==> src/rtl/core_pkg.sv <==
`default_nettype none
//==============================================================================
// Module      : core_pkg
// Description : Shared RV32I opcodes, sequencer state codes, trap causes and
//               PC-select encodings.
// Revision    : 1.0
//==============================================================================
package core_pkg;

    localparam logic [6:0] OPC_OP     = 7'b0110011;
    localparam logic [6:0] OPC_OP_IMM = 7'b0010011;
    localparam logic [6:0] OPC_LUI    = 7'b0110111;
    localparam logic [6:0] OPC_JAL    = 7'b1101111;
    localparam logic [6:0] OPC_JALR   = 7'b1100111;
    localparam logic [6:0] OPC_BRANCH = 7'b1100011;
    localparam logic [6:0] OPC_LOAD   = 7'b0000011;
    localparam logic [6:0] OPC_STORE  = 7'b0100011;

    typedef logic [2:0] seq_state_t;

    localparam seq_state_t ST_HALT    = 3'd0;
    localparam seq_state_t ST_FETCH   = 3'd1;
    localparam seq_state_t ST_DECODE  = 3'd2;
    localparam seq_state_t ST_EXECUTE = 3'd3;
    localparam seq_state_t ST_MEM     = 3'd4;
    localparam seq_state_t ST_WB      = 3'd5;
    localparam seq_state_t ST_TRAP    = 3'd6;

    typedef enum logic [1:0] {
        CAUSE_NONE    = 2'b00,
        CAUSE_ILLEGAL = 2'b01,
        CAUSE_IMEM_TO = 2'b10,
        CAUSE_DMEM_TO = 2'b11
    } trap_cause_e;

    typedef enum logic [1:0] {
        PC_SEL_PLUS4 = 2'b00,
        PC_SEL_IMM   = 2'b01,
        PC_SEL_ALU   = 2'b10
    } pc_sel_e;

    function automatic logic is_supported_opcode(input logic [6:0] opc);
        case (opc)
            OPC_OP, OPC_OP_IMM, OPC_LUI, OPC_JAL,
            OPC_JALR, OPC_BRANCH, OPC_LOAD, OPC_STORE: return 1'b1;
            default:                                    return 1'b0;
        endcase
    endfunction

endpackage
`default_nettype wire

==> src/rtl/wait_timer.sv <==
`default_nettype none
//==============================================================================
// Module      : wait_timer
// Description : Counts memory wait cycles; flags the cycle in which the wait
//               count reaches TIMEOUT_CYCLES. TIMEOUT_CYCLES = 0 disables it.
// Revision    : 1.0
//==============================================================================
module wait_timer #(
    parameter int TIMEOUT_CYCLES = 255
) (
    input  logic clk_i,
    input  logic rst_i,
    input  logic clear_i,
    input  logic en_i,
    output logic expired_o
);

    generate
        if (TIMEOUT_CYCLES == 0) begin : g_disabled
            logic unused_inputs;
            assign unused_inputs = &{1'b0, clk_i, rst_i, clear_i, en_i};
            assign expired_o     = 1'b0;
        end else begin : g_enabled
            localparam int CNT_W = $clog2(TIMEOUT_CYCLES + 1);
            localparam logic [CNT_W-1:0] LAST_WAIT = CNT_W'(TIMEOUT_CYCLES - 1);

            logic [CNT_W-1:0] cnt_q;
            logic [CNT_W-1:0] cnt_d;

            always_comb begin
                cnt_d = cnt_q;
                if (clear_i) begin
                    cnt_d = '0;
                end else if (en_i && (cnt_q != LAST_WAIT)) begin
                    cnt_d = cnt_q + CNT_W'(1);
                end
            end

            always_ff @(posedge clk_i or posedge rst_i) begin
                if (rst_i) begin
                    cnt_q <= '0;
                end else begin
                    cnt_q <= cnt_d;
                end
            end

            // Expires in the wait cycle that makes the count equal TIMEOUT_CYCLES.
            assign expired_o = en_i && (cnt_q == LAST_WAIT);
        end
    endgenerate

endmodule
`default_nettype wire

==> src/rtl/core_sequencer.sv <==
`default_nettype none
//==============================================================================
// Module      : core_sequencer
// Description : Multicycle RV32I sequencer: FETCH/DECODE/EXECUTE/MEM/WB with
//               run/halt/step control, retire counter and trap handling.
// Revision    : 1.0
//==============================================================================
module core_sequencer
    import core_pkg::*;
#(
    parameter bit RESET_RUN      = 1'b1,
    parameter int TIMEOUT_CYCLES = 255
) (
    input  logic        clk_i,
    input  logic        rst_i,
    input  logic [6:0]  opcode_i,
    input  logic        branch_i,
    input  logic        jump_i,
    input  logic        mem_read_i,
    input  logic        mem_write_i,
    input  logic        reg_write_i,
    input  logic        branch_taken_i,
    input  logic        imem_ready_i,
    input  logic        dmem_ready_i,
    input  logic        run_i,
    input  logic        halt_i,
    input  logic        step_i,
    input  logic        trap_clr_i,
    output logic        imem_req_o,
    output logic        dmem_req_o,
    output logic        dmem_we_o,
    output logic        ir_we_o,
    output logic        rf_we_o,
    output logic        pc_we_o,
    output logic [1:0]  pc_sel_o,
    output logic        retire_o,
    output logic [31:0] retire_cnt_o,
    output logic        halted_o,
    output logic        trap_o,
    output logic [1:0]  trap_cause_o
);

    localparam seq_state_t RESET_STATE = RESET_RUN ? ST_FETCH : ST_HALT;

    seq_state_t  state_q, state_d;
    logic        halt_pending_q, halt_pending_d;
    logic        step_q, step_d;
    trap_cause_e cause_q, cause_d;
    logic [31:0] retire_cnt_q, retire_cnt_d;

    logic    imem_req;
    logic    dmem_req;
    logic    dmem_we;
    logic    ir_we;
    logic    rf_we;
    logic    commit;
    pc_sel_e pc_sel;

    logic wait_en;
    logic wait_clear;
    logic wait_expired;

    assign wait_en    = ((state_q == ST_FETCH) && !imem_ready_i) ||
                        ((state_q == ST_MEM)   && !dmem_ready_i);
    assign wait_clear = (state_d != state_q);

    wait_timer #(
        .TIMEOUT_CYCLES (TIMEOUT_CYCLES)
    ) u_wait_timer (
        .clk_i     (clk_i),
        .rst_i     (rst_i),
        .clear_i   (wait_clear),
        .en_i      (wait_en),
        .expired_o (wait_expired)
    );

    always_comb begin
        state_d        = state_q;
        halt_pending_d = halt_pending_q;
        step_d         = step_q;
        cause_d        = cause_q;
        imem_req       = 1'b0;
        dmem_req       = 1'b0;
        dmem_we        = 1'b0;
        ir_we          = 1'b0;
        rf_we          = 1'b0;
        commit         = 1'b0;
        pc_sel         = PC_SEL_PLUS4;

        // A halt request mid-instruction is remembered, never acted on early.
        if (halt_i && (state_q != ST_HALT) && (state_q != ST_TRAP)) begin
            halt_pending_d = 1'b1;
        end

        case (state_q)
            ST_HALT: begin
                if (halt_i || halt_pending_q) begin
                    state_d = ST_HALT;
                end else if (step_i) begin
                    state_d = ST_FETCH;
                    step_d  = 1'b1;
                end else if (run_i) begin
                    state_d = ST_FETCH;
                end
            end
            ST_FETCH: begin
                imem_req = 1'b1;
                if (imem_ready_i) begin
                    ir_we   = 1'b1;
                    state_d = ST_DECODE;
                end else if (wait_expired) begin
                    state_d = ST_TRAP;
                    cause_d = CAUSE_IMEM_TO;
                end
            end
            ST_DECODE: begin
                if (!is_supported_opcode(opcode_i)) begin
                    state_d = ST_TRAP;
                    cause_d = CAUSE_ILLEGAL;
                end else begin
                    state_d = ST_EXECUTE;
                end
            end
            ST_EXECUTE: begin
                if (mem_read_i || mem_write_i) begin
                    state_d = ST_MEM;
                end else if (reg_write_i) begin
                    state_d = ST_WB;
                end else begin
                    commit = 1'b1;
                end
            end
            ST_MEM: begin
                dmem_req = 1'b1;
                dmem_we  = mem_write_i;
                if (dmem_ready_i) begin
                    if (mem_read_i) begin
                        state_d = ST_WB;
                    end else begin
                        commit = 1'b1;
                    end
                end else if (wait_expired) begin
                    state_d = ST_TRAP;
                    cause_d = CAUSE_DMEM_TO;
                end
            end
            ST_WB: begin
                rf_we  = 1'b1;
                commit = 1'b1;
            end
            ST_TRAP: begin
                if (trap_clr_i) begin
                    state_d = ST_HALT;
                    cause_d = CAUSE_NONE;
                end
            end
            default: begin
                state_d = ST_HALT;
            end
        endcase

        if (commit) begin
            if (jump_i && !opcode_i[3]) begin
                pc_sel = PC_SEL_ALU;
            end else if ((jump_i && opcode_i[3]) || (branch_i && branch_taken_i)) begin
                pc_sel = PC_SEL_IMM;
            end
            state_d = (halt_pending_q || step_q || halt_i) ? ST_HALT : ST_FETCH;
        end

        if ((state_d == ST_HALT) && (state_q != ST_HALT)) begin
            halt_pending_d = 1'b0;
            step_d         = 1'b0;
        end

        retire_cnt_d = retire_cnt_q + {31'd0, commit};
    end

    always_ff @(posedge clk_i or posedge rst_i) begin
        if (rst_i) begin
            state_q        <= RESET_STATE;
            halt_pending_q <= 1'b0;
            step_q         <= 1'b0;
            cause_q        <= CAUSE_NONE;
            retire_cnt_q   <= 32'd0;
        end else begin
            state_q        <= state_d;
            halt_pending_q <= halt_pending_d;
            step_q         <= step_d;
            cause_q        <= cause_d;
            retire_cnt_q   <= retire_cnt_d;
        end
    end

    // Reset forces every request and enable low without waiting for a clock edge.
    assign imem_req_o   = imem_req & ~rst_i;
    assign dmem_req_o   = dmem_req & ~rst_i;
    assign dmem_we_o    = dmem_we & ~rst_i;
    assign ir_we_o      = ir_we & ~rst_i;
    assign rf_we_o      = rf_we & ~rst_i;
    assign pc_we_o      = commit & ~rst_i;
    assign retire_o     = commit & ~rst_i;
    assign pc_sel_o     = rst_i ? 2'b00 : pc_sel;
    assign retire_cnt_o = retire_cnt_q;
    assign halted_o     = (state_q == ST_HALT);
    assign trap_o       = (state_q == ST_TRAP);
    assign trap_cause_o = cause_q;

endmodule
`default_nettype wire

==> config.mk <==
export PLATFORM = sky130hd
export DESIGN_NAME = core_sequencer
export DESIGN_NICKNAME = d
export VERILOG_FILES = /design/src/rtl/core_pkg.sv /design/src/rtl/wait_timer.sv /design/src/rtl/core_sequencer.sv
export SDC_FILE = /design/constraint.sdc
export NUM_CORES = 1
export LEC_CHECK = 0
export CAP_MARGIN = 10
export CORE_MARGIN = 1
export CORE_UTILIZATION = 49
export CTS_CLUSTER_SIZE = 40
export DETAILED_ROUTE_END_ITERATION = 7
export PLACE_DENSITY = 0.8
export SYNTH_ARGS = -nofsm -noshare
export SYNTH_HDL_FRONTEND = slang
export SYNTH_HIERARCHICAL = 1
export SYNTH_SLANG_ARGS = --single-unit
export TNS_END_PERCENT = 50
==> constraint.sdc <==
create_clock -name clk_i -period 3.4 [get_ports clk_i]
set_clock_uncertainty 0.05 [all_clocks]
set_input_delay 0.85 -clock clk_i [delete_from_list [all_inputs] [get_ports clk_i]]
set_output_delay 0.85 -clock clk_i [all_outputs]
set_load 0.03 [all_outputs]
# ---- Yosys cells after proc, flatten, opt, wreduce, memory -nomap -nowiden
# Cells that the tools add are included.
# Widths: inputs -> output; s select.
dict set report word_totals {
  regBits 47
  word_cells 116
  out_inout_bits 45
}
dict set report classes {
  bitwise 7
  n_eq_ne 25
  n_mux 46
  addsub 2
  reduce_logical 30
}
# operator n
set ops {}
lappend ops {{$mux 3} 12}
lappend ops {{$add 32x1->32} 1}
lappend ops {{$eq 7x6->1 const B} 3}
lappend ops {{$eq 7x7->1 const B} 3}
lappend ops {{$pmux 3 s7} 1}
lappend ops {{$mux 1} 20}
lappend ops {{$mux 2} 9}
lappend ops {{$mux 8} 2}
lappend ops {{$logic_and 1x1->1} 10}
lappend ops {{$eq 3x3->1 const B} 3}
lappend ops {{$add 8x1->8 const B} 1}
lappend ops {{$eq 8x8->1 const B} 1}
lappend ops {{$ne 2x2->1 const B} 4}
lappend ops {{$ne 8x8->1 const B} 1}
lappend ops {{$pmux 2 s4} 1}
lappend ops {{$reduce_bool 2->1} 4}
lappend ops {{$reduce_or 8->1} 1}
lappend ops {{$eq 7x2->1 const B} 1}
lappend ops {{$eq 7x5->1 const B} 1}
lappend ops {{$reduce_and 7->1} 1}
lappend ops {{$and 1x1->1} 6}
lappend ops {{$eq 3x2->1 const B} 2}
lappend ops {{$logic_not 3->1} 2}
lappend ops {{$logic_or 1x1->1} 6}
lappend ops {{other kinds (10)} 14}

# ---- Depth between registers and ports, before layout
# Gate-level depths: netlist of run 1.
dict set report depth {
  depth_word 12
  depth_mapped 15
  depth_no_buf 13
}

# ---- Modules after synthesis
# The synthesis of run 1 kept the hierarchy.
# mod seq_area_each_um2 cells_each area_each_um2 instances
set modules_own_cells {}
lappend modules_own_cells {core_sequencer 977.2 228 2154.6 1}
lappend modules_own_cells {wait_timer 200.2 50 506.7 1}

# ---- Least setup slack after synthesis of run 1
# Ideal clock, no wire load.
dict set report synth_path {
  path_kind {input to output}
  startpoint {in mem_read_i}
  endpoint {out pc_sel_o[1]}
  required_time_ns 2.500
  t_arrival_ns 2.657
  stages 3
  setup_slack_ns -0.157
  path_buffers 0
  path_cell_list {or3_1 o32a_1 nor4b_1}
}
dict set report synth_between {
  elab_chain_cells 5
}
# element line
set synth_lines {}
lappend synth_lines {{from (decl)} core_sequencer.sv:19} ;# input logic mem_read_i,
lappend synth_lines {{$mux 1 or $logic_or 1x1->1 (tied branches)} {core_sequencer.sv:137, core_sequencer.sv:125}}
lappend synth_lines {{$mux 1, on equally long branches} {core_sequencer.sv:136, core_sequencer.sv:125}}
lappend synth_lines {{$pmux 1 s3 *} core_sequencer.sv:95} ;# case (state_q)
lappend synth_lines {{$mux 2 *} core_sequencer.sv:162} ;# if (commit) begin
lappend synth_lines {{$mux 2 *} core_sequencer.sv:203} ;# assign pc_sel_o = rst_i ? 2'b00 : pc_sel;
lappend synth_lines {{to (decl)} core_sequencer.sv:35} ;# output logic [1:0] pc_sel_o,
# Every way passes the cells marked *; elsewhere a longest branch is shown, timed or not.

# ---- Final worst setup path of run 1
dict set report layout_path {
  startpoint {in mem_write_i}
  endpoint {out retire_o}
}
dict set report layout_between {
  elab_chain_cells 4
}
# element line
set layout_lines {}
lappend layout_lines {{from (decl)} core_sequencer.sv:20} ;# input logic mem_write_i,
lappend layout_lines {{$logic_or 1x1->1} core_sequencer.sv:125} ;# if (mem_read_i || mem_write_i) begin
lappend layout_lines {{$mux 1} core_sequencer.sv:125}
lappend layout_lines {{$pmux 1 s3} core_sequencer.sv:95}
lappend layout_lines {{$and 1x1->1} core_sequencer.sv:202} ;# assign retire_o = commit & ~rst_i;
lappend layout_lines {{to (decl)} core_sequencer.sv:36} ;# output logic retire_o,
# Every way passes these cells.

==> reports/summary.txt, run 1 <==
setup slack of the critical path after layout -> 106 ps
post-synth top area share -> 43.3%
Post-Place Cells -> 428
setup slack at placement -> -145 ps
violation count after the first detailed-route iteration -> 165
# IOs -> 66
Max Cap Violations -> 0
chip height -> 75.7 um
residual DRC count -> 0
largest cells by area after synthesis -> dfrtp_1, xnor2_1, xor2_1
iteration count of the initial detailed-routing pass -> 5
slowest stage cell on the critical path -> o32a_1
post-detailed-routing wire length -> 6.62 mm
later-pin clock latency in the skew report -> 310 ps
via count normalized by instance count -> 5.51
initial cell density of the core -> 51.5%
worst slew slack as a fraction of its limit -> 66.7%
Placement Rows -> 26
met3 WL -> 437 um
proportion of register bits with asynchronous set or reset after synthesis -> 100%
total of endpoints with negative setup slack in the final report -> 0
Syn Inst Count -> 278
Ant. Diodes -> 0
vias in the first global route -> 2307
Chip Width -> 75.7 um
status -> finished clean
highest routed metal layer -> met4
timing-limited maximum frequency -> 304 MHz
pin count of the biggest net entering global routing -> 40
pwr dens -> 556 nW/um^2
Detail Route met2 WL -> 3.22 mm
Worst Setup Start Kind -> input port
root buf cell -> clkbuf_8
detailed-routing wirelength on met1 -> 2.79 mm
number of warnings printed during yosys synthesis -> 6
half-perimeter wire length of the detailed placement result -> 4.91 mm
most frequent cell on the critical path -> buf_4
placeable core region -> 5170 sq um
Nets -> 391
most used flip-flop cell after synthesis -> dfrtp_1
min Tclk post-route -> 3290 ps
net count after synthesis -> 303
Crit path buffers/inverters -> 3
area grow syn2layout -> 36.2%
buffer levels on the longest clock path -> 2
global placer's final weighted congestion -> 0.925
Synth Cell Area -> 2660 sq um
average detailed-routed wire length per instance -> 15.1 um
unrepaired setup endpoints after global routing -> no
critical path class -> input port to primary output
Detail Route Antenna Nets -> 0
top cells by instance count after synthesis -> dfrtp_1, nand2_1, nor2_1
H-tree level count -> 2
Slew @ Worst Pin -> 499 ps
most frequent cell after synthesis -> dfrtp_1
share of synthesized area occupied by flip-flops and latches -> 44.2%
maximum fanout along the worst path -> 4
kind of cell adding the most delay to the critical path -> buffers and inverters
CTS buffer count -> 5
Final Non-Filler Cells -> 437
GRT Overall Usage -> 25.5%
static leakage -> 1.63 nW
synth unique cells -> 55
part of the cycle the worst path needs -> 96.9%
clock-pin slew on the worst setup and hold paths -> 90 ps
initial antenna violation count -> 0
largest vdd supply drop -> 0.326 mV
count of buffers inserted at the top-level ports -> 65
first-pass GRT wire length -> 10.7 mm
Remaining Overflow, GRT -> 0
DIE AREA -> 5730 sq um
Hold Vio Cnt, Final -> 0
data arrival time of the critical path -> 2390 ps
number of flip-flops and latches in the synthesized netlist -> 47
layout cell share with drive strength beyond 1 -> 15.5%
worst hold-check path type -> flip-flop to flip-flop
number of synthesized flops with an enable pin -> 0
synthesized area divided by synthesized cell count -> 9.57 sq um
CP cell instances -> dlygate4sd2_1 -> or3_4 -> o32a_1 -> buf_4 -> nor2_1 -> buf_4
cell taking the most area after synthesis -> dfrtp_1
clock sinks -> 47
TritonCTS clock tree -> built
overall via count from detail_route -> 2406
crit-path max cell delay -> 430 ps
number of slew-limit violations in the final report -> 0
endpoint kind of the worst setup timing path -> primary output
Required @ worst endpoint -> 2500 ps
==> cell families after synthesis <==
kind of cell    Yosys count  synth area share (%)
flops                    47                  44.2
mux                       2                  1.13
buf+inv                  22                  3.67
simple gates            119                  24.1
compound gates           53                  14.8
xor+xnor                 31                  10.2
fa+ha+maj                 4                  1.88
==> flip-flops by register name, summed over array words and instances (netlist names) <==
register / flops
retire_cnt_o: 32
u_wait_timer/g_enabled.cnt_q: 8
state_q: 3
trap_cause_o: 2
halt_pending_q: 1
step_q: 1
==> metrics by stage <==
step	cell area [sq um]	hold WS (ps)	utilization (%)	TNS (ps)	power (mW)
floorplan	2670	443	-	-76.0	1.31
global placement	3520	414	68.0	-127	1.62
detailed placement	3520	416	68.0	-1170	1.64
CTS	3620	429	70.1	0	2.02
global route	3620	445	70.1	0	2.14
finish	3620	427	70.1	0	2.01
==> cells in the final DEF (no fill, tap or decap), types with 3 or more instances in the layout <==
master / instances
a211oi_1: 3
a21oi_1: 17
a22oi_1: 3
a311oi_1: 3
a31oi_1: 4
and3_1: 7
buf_4: 32
clkbuf_8: 6
clkdlybuf4s50_1: 55
dfrtp_1: 46
dlygate4sd2_1: 3
ha_1: 4
inv_1: 13
nand2_1: 25
nand2b_1: 4
nand3_1: 17
nand4_1: 7
nor2_1: 23
nor2b_1: 3
nor3_1: 13
o21ai_0: 5
xnor2_1: 20
xor2_1: 11
==> layout make-up <==
type | count | area (sq um)
inverter | 13 | 48.8
tap | 70 | 87.6
clock buffer | 6 | 82.6
multi-input combinational | 209 | 1400
timing repair buffer | 90 | 817
fill | 387 | 1550
clock inverter | 2 | 13.8
sequential | 47 | 1180
==> repair_timing <==
action | CTS | global route
gates resized for setup | 4 | 0
hold buffers | 0 | 0
setup endpoints to repair | 1 | 0
buffers inserted | 1 | 0
==> report_power, final <==
part           switching [mW]  internal, mW
combinational           0.520         0.392
clock                   0.199         0.167
sequential              0.100         0.636
total                   0.819          1.19
==> final timing paths <==
path                                   from                         endpoint  slack [ps]  cells past startpoint
max                             mem_write_i                         retire_o         110                      6
min                        retire_cnt_o[31]                 retire_cnt_o[31]         430                      1
max reg2reg                      state_q[0]                 retire_cnt_o[16]         480                     11
min reg2reg                retire_cnt_o[31]                 retire_cnt_o[31]         430                      1
max in group asynchronous             rst_i                 retire_cnt_o[11]        1780                      4
min in group asynchronous             rst_i  u_wait_timer/g_enabled.cnt_q[0]         940                      3
==> worst register-to-register path: cells and delay by family (launching register included) <==
family / cells / cell delay [ps]
XOR/XNOR: 1 / 170
buffers and inverters: 4 / 490
AND/OR/NAND/NOR: 3 / 720
AO/OA/AOI/OAI: 1 / 410
adder cells (fa/ha/maj): 2 / 330
flip-flops: 1 / 690
==> routing by layer <==
layer	GRT usage, %	vias to the layer above
met1	30.9	1122
met4	10.7	0
met2	43.1	98
met5	0	-
li1	-	1163
met3	6.88	23
Power figures use the tool's default switching activity.
==> run 2: changes to the inputs <==
--- a/config.mk
+++ b/config.mk
@@ -15,4 +15,3 @@
 export SYNTH_HDL_FRONTEND = slang
 export SYNTH_HIERARCHICAL = 1
 export SYNTH_SLANG_ARGS = --single-unit
-export TNS_END_PERCENT = 50
==> reports/summary.txt, run 2 (synthesis gave the netlist of run 1 again) <==
status -> finished clean
leading cell types in the layout, fill and taps excluded -> clkdlybuf4s50_1, dfrtp_1, buf_4
CTS buffer count -> 5
# IOs -> 66
DIE AREA -> 5730 sq um
Ant. Diodes -> 0
post-detailed-routing wire length -> 6.48 mm
average detailed-routed wire length per instance -> 15.0 um
overall via count from detail_route -> 2378
detailed-routing wirelength on met1 -> 2.79 mm
part of the cycle the worst path needs -> 96.9%
H-tree level count -> 2
buffer levels on the longest clock path -> 2
Max Cap Violations -> 0
Placement Rows -> 26
placeable core region -> 5170 sq um
via count normalized by instance count -> 5.49
later-pin clock latency in the skew report -> 300 ps
endpoint kind of the worst setup timing path -> primary output
iteration count of the initial detailed-routing pass -> 6
unrepaired setup endpoints after global routing -> no
Nets -> 387
clock sinks -> 47
timing-limited maximum frequency -> 304 MHz
Remaining Overflow, GRT -> 0
Chip Width -> 75.7 um
TritonCTS clock tree -> built
Largest register FFs -> 32
min Tclk post-route -> 3290 ps
most common cell after layout, fill and taps aside -> clkdlybuf4s50_1
worst slew slack as a fraction of its limit -> 66.4%
static leakage -> 1.62 nW
residual DRC count -> 0
maximum fanout along the worst path -> 3
Hold Vio Cnt, Final -> 0
Worst Setup Start Kind -> input port
initial cell density of the core -> 51.5%
chip height -> 75.7 um
largest vdd supply drop -> 0.322 mV
global placer's final weighted congestion -> 0.898
root buf cell -> clkbuf_8
setup slack of the critical path after layout -> 107 ps
violation count after the first detailed-route iteration -> 156
number of slew-limit violations in the final report -> 0
first-pass GRT wire length -> 10.4 mm
setup TNS -> 0 ps
Slew @ Worst Pin -> 504 ps
GRT Overall Usage -> 24.3%
setup slack at placement -> -160 ps
number of fill cells in the layout -> 392
Detail Route Antenna Nets -> 0
Hold Startpoint -> retire_cnt_o[27]
count of buffers inserted at the top-level ports -> 65
pin count of the biggest net entering global routing -> 40
critical path class -> input port to primary output
data arrival time of the critical path -> 2390 ps
vias in the first global route -> 2186
layout cell share with drive strength beyond 1 -> 14.3%
Tot Pwr -> 1.96 mW
area grow syn2layout -> 35.5%
Required @ worst endpoint -> 2500 ps
Critical Path Source -> rst_i
total of endpoints with negative setup slack in the final report -> 0
pwr dens -> 544 nW/um^2
met3 WL -> 344 um
half-perimeter wire length of the detailed placement result -> 4.86 mm
highest routed metal layer -> met4
worst hold-check path type -> flip-flop to flip-flop
initial antenna violation count -> 0
startpoint of the most critical register-to-register path -> state_q[0]
clock-pin slew on the worst setup and hold paths -> 90 ps
Detail Route met2 WL -> 3.28 mm
run 2: cell count changes in the layout (fill, tap and decap cells not counted), sizes merged:
cell,before,now
buf,32,26
clkbuf,6,5
clkdlybuf4s50,55,57
clkinv,1,2
clkinvlp,0,1
dlygate4sd2,3,0
dlymetal6s2s,0,3
inv,14,13
run 2: stage by stage:
stage               cell area [sq um]  cells  hold slack, ps  utilization [%]
CTS                              3590    432             447             69.3
floorplan                        2670    278             443                -
finish                           3610    433             446             69.7
global route                     3610    433             469             69.7
global placement                 3500    424             409             67.6
detailed placement               3500    424             430             67.6
run 2: cell type report:
type	count	area [sq um]	share of cell area, %
clock buffers	5	68.8	1.91
clock inverters	3	18.8	0.520
repair buffers	86	803	22.3
multi-input cells	209	1400	38.8
well taps	70	87.6	2.43
flip-flops and latches	47	1180	32.7
inverters	13	52.6	1.46
run 2: layer usage:
layer | up-vias | GRT usage [%]
met1 | 1144 | 31.7
met3 | 8 | 5.95
li1 | 1158 | -
met2 | 68 | 41.9
met4 | 0 | 4.32
met5 | - | 0
run 2: path summary, 6_finish.rpt:
check	endpoint	slack, ps	depth (start not counted)
worst max register to register	u_wait_timer/g_enabled.cnt_q[1]	540	12
worst max-delay path	ir_we_o	110	5
worst min-delay path	retire_cnt_o[27]	450	1
max in group asynchronous	state_q[0]	1830	3
worst min register to register	retire_cnt_o[27]	450	1
min in group asynchronous	u_wait_timer/g_enabled.cnt_q[1]	1070	3
run 2: repair_timing:
item                                    4_1_cts  5_1_grt
buffers inserted                              0        1
pin swaps                                     1        3
hold buffers                                  0        0
endpoints found under the setup margin        1        2
resized for setup                             0        4
run 2: power by group:
part	leakage (nW)	total [mW]	switching [mW]	internal [mW]
logic	0.937	0.885	0.503	0.382
clock network	0.0483	0.334	0.190	0.145
registers	0.634	0.741	0.106	0.635
total	1.62	1.96	0.798	1.16
run 2: critical path: stages:
cell	delay, ps
clkdlybuf4s50_1	510
clkinvlp_4	120
nand2_1	80
nor3_1	150
clkdlybuf4s50_1	690
==> edit (config.mk and constraints of run 2) <==
`TIMEOUT_CYCLES` is set to 255 in 2 places; all go to 510.
--- a/src/rtl/wait_timer.sv
+++ b/src/rtl/wait_timer.sv
@@ -8,3 +8,3 @@
 module wait_timer #(
-    parameter int TIMEOUT_CYCLES = 255
+    parameter int TIMEOUT_CYCLES = 510
 ) (
--- a/src/rtl/core_sequencer.sv
+++ b/src/rtl/core_sequencer.sv
@@ -11,3 +11,3 @@
     parameter bit RESET_RUN      = 1'b1,
-    parameter int TIMEOUT_CYCLES = 255
+    parameter int TIMEOUT_CYCLES = 510
 ) (
Behaviour: same outputs for any inputs over 10 cycles, from zero or initial values and one cycle with rst_i high; that may be too few to reach the edited logic, so the function may still have changed.
==> edit against run 2 <==
- sequential power grew 2%
- sequential share of layout area is 0.68 points lower
- worst setup slack better by 47 ps
- area after synthesis is 1.9% higher
- cell count rose by 3.9%
- register-to-register slack got worse by 70 ps
- wire length increased by 8.4%
- highest routed layer unchanged
- global-route usage increased by 0.95 points
- final area up 4.3%
- clock power rose by 32%
- power rose by 8.6%
- sequential cell count up 1
- largest cell class unchanged
==> edit: results (changes against run 2) <==
reg2reg start=state_q[1]$_DFF_PP0_; DR iter-0 viols=209 (+34%); Switching Share=39.5% (-1.2 points); CP Max Fanout=3 (unchanged); worst-case clock buffer depth=2 (unchanged); Avg Inst Size Synth=9.45 um^2 (-1.3%); Post-synth ARST share=100% (unchanged); Post-synth top cells=dfrtp_1, nand2_1, nor2_1, xnor2_1, nand3_1; gpl congestion=0.886 (-1.3%); hold path cells=1 (unchanged); Inserted Clock Buffers=5 (unchanged); maximum number of pins on one net before global-route repair=40 (unchanged); ys flop type=dfrtp_1; critical path's largest stage delay=slightly below 700 ps; Synth cell types=56 (+1.8%); first-pass GRT wire length=11,900 um (+15%); total track usage=25.3% (+0.95 points); Seq/Total Area, Yosys=44.3% (+0.086 points); met3 usage=3.95% (-2.0 points); H-Tree Depth=2 (unchanged); post-detail-place hpwl=5190 um (+6.7%); WHS Endpoint=retire_cnt_o[31]$_DFF_PP0_; Reg clk slew, reported paths=90 ps (about the same); maximum vdd drop=372 uV (+16%); delay-heaviest family, CP=buffers and inverters; DR pass1 iterations=5 (-1); Final nets=404 (+4.4%); Hold WS=432 ps (-13.8 ps); Synth warnings=6 (unchanged); cells on worst reg2reg path=10 (-2); Hold Path Origin=retire_cnt_o[31]$_DFF_PP0_; Net Count, Synth=312 (+3.0%); worst reg2reg endpoint=retire_cnt_o[16]$_DFF_PP0_; GR met1 Demand/Resource=31.2% (-0.43 points); layout cell share with drive strength beyond 1=15.3% (+0.94 points); max FFs per register=32 (unchanged); # fillers=401 (+2.3%); Global Route met2 Usage=44.4% (+2.5 points); synth top area cells=dfrtp_1, xnor2_1, xor2_1; Hold Path Class=reg -> reg; status=complete, no violations; relative max-transition margin=66.6% (+0.20 points); Critical Path AT=2350 ps (-40 ps); antenna violations before repair=0 (unchanged); Lkg Pwr=1.70 nW (+5.1%); Clock Latency Late Sink=300 ps (about the same); post-route insts no fill=450 (+3.9%); Synth Area in Adders=1.85% (-0.036 points); mux share of post-synthesis cell area=0.969% (-0.16 points); placed cell count=439 (+3.5%); reg-to-reg slack, setup=470 ps (-70 ps); CP max stage cell=clkdlybuf4s50_1; total number of vias=2,546 (+7.1%); CTS root buffer=clkbuf_8; Compound-Gate Fraction of Synth Area=14.3% (-0.42 points); DRT Wirelength=7020 um (+8.4%); Post-Synth XOR/XNOR Area=10.0% (-0.19 points); IO Port Bufs=65 (unchanged)
==> edit: cell type report <==
class                   instances  share of cell area [%]
flip-flops and latches         48                    32.0
clock buffers                   6                    2.20
repair buffers                 95                    23.2
well taps                      70                    2.33
multi-input cells             214                    37.7
clock inverters                 2                    1.03
inverters                      15                    1.60
==> edit: layer usage <==
metal	up-vias	part of all wire, %
met5	-	0
met4	0	2.0
met3	18	5.0
met2	95	51
met1	1223	42
li1	1210	-
==> edit: power groups by stage <==
| stage | Sequential, mW | Clock (mW) | Combinational, mW |
|---|---|---|---|
| finish | 0.753 | 0.441 | 0.936 |
| global placement | 0.755 | 0 | 0.886 |
| CTS | 0.751 | 0.446 | 0.908 |
| floorplan | 0.795 | 0 | 0.525 |
| global route | 0.768 | 0.468 | 1.01 |
| detailed placement | 0.762 | 0 | 0.901 |
==> edit: through the flow <==
| stage | util, % | cell area [um^2] | setup slack (ps) |
|---|---|---|---|
| final | 72.3 | 3760 | 154 |
| after global routing | 72.3 | 3760 | 12.8 |
| after CTS | 71.4 | 3720 | 19.4 |
| after detailed placement | 69.1 | 3600 | -175 |
| after global placement | 69.1 | 3600 | -81.4 |
| after floorplan | - | 2720 | 162 |
==> edit: what timing repair did <==
item	CTS	global route
setup buffers	0	3
endpoints found under the setup margin	1	4
gates cloned	0	0
pin swaps	1	3
gates resized for setup	0	6
==> edit: worst max path at each step <==
stage | start | endpoint | depth (start not counted)
2_1_floorplan | mem_read_i | retire_o | 4
3_3_place_gp | mem_read_i | retire_cnt_o[16]$_DFF_PP0_ | 10
3_5_place_dp | mem_read_i | retire_cnt_o[16]$_DFF_PP0_ | 10
4_1_cts | mem_read_i | pc_sel_o[1] | 5
5_1_grt | dmem_ready_i | u_wait_timer/g_enabled.cnt_q[6]$_DFFE_PP0P_ | 13
6_report | rst_i | rf_we_o | 5
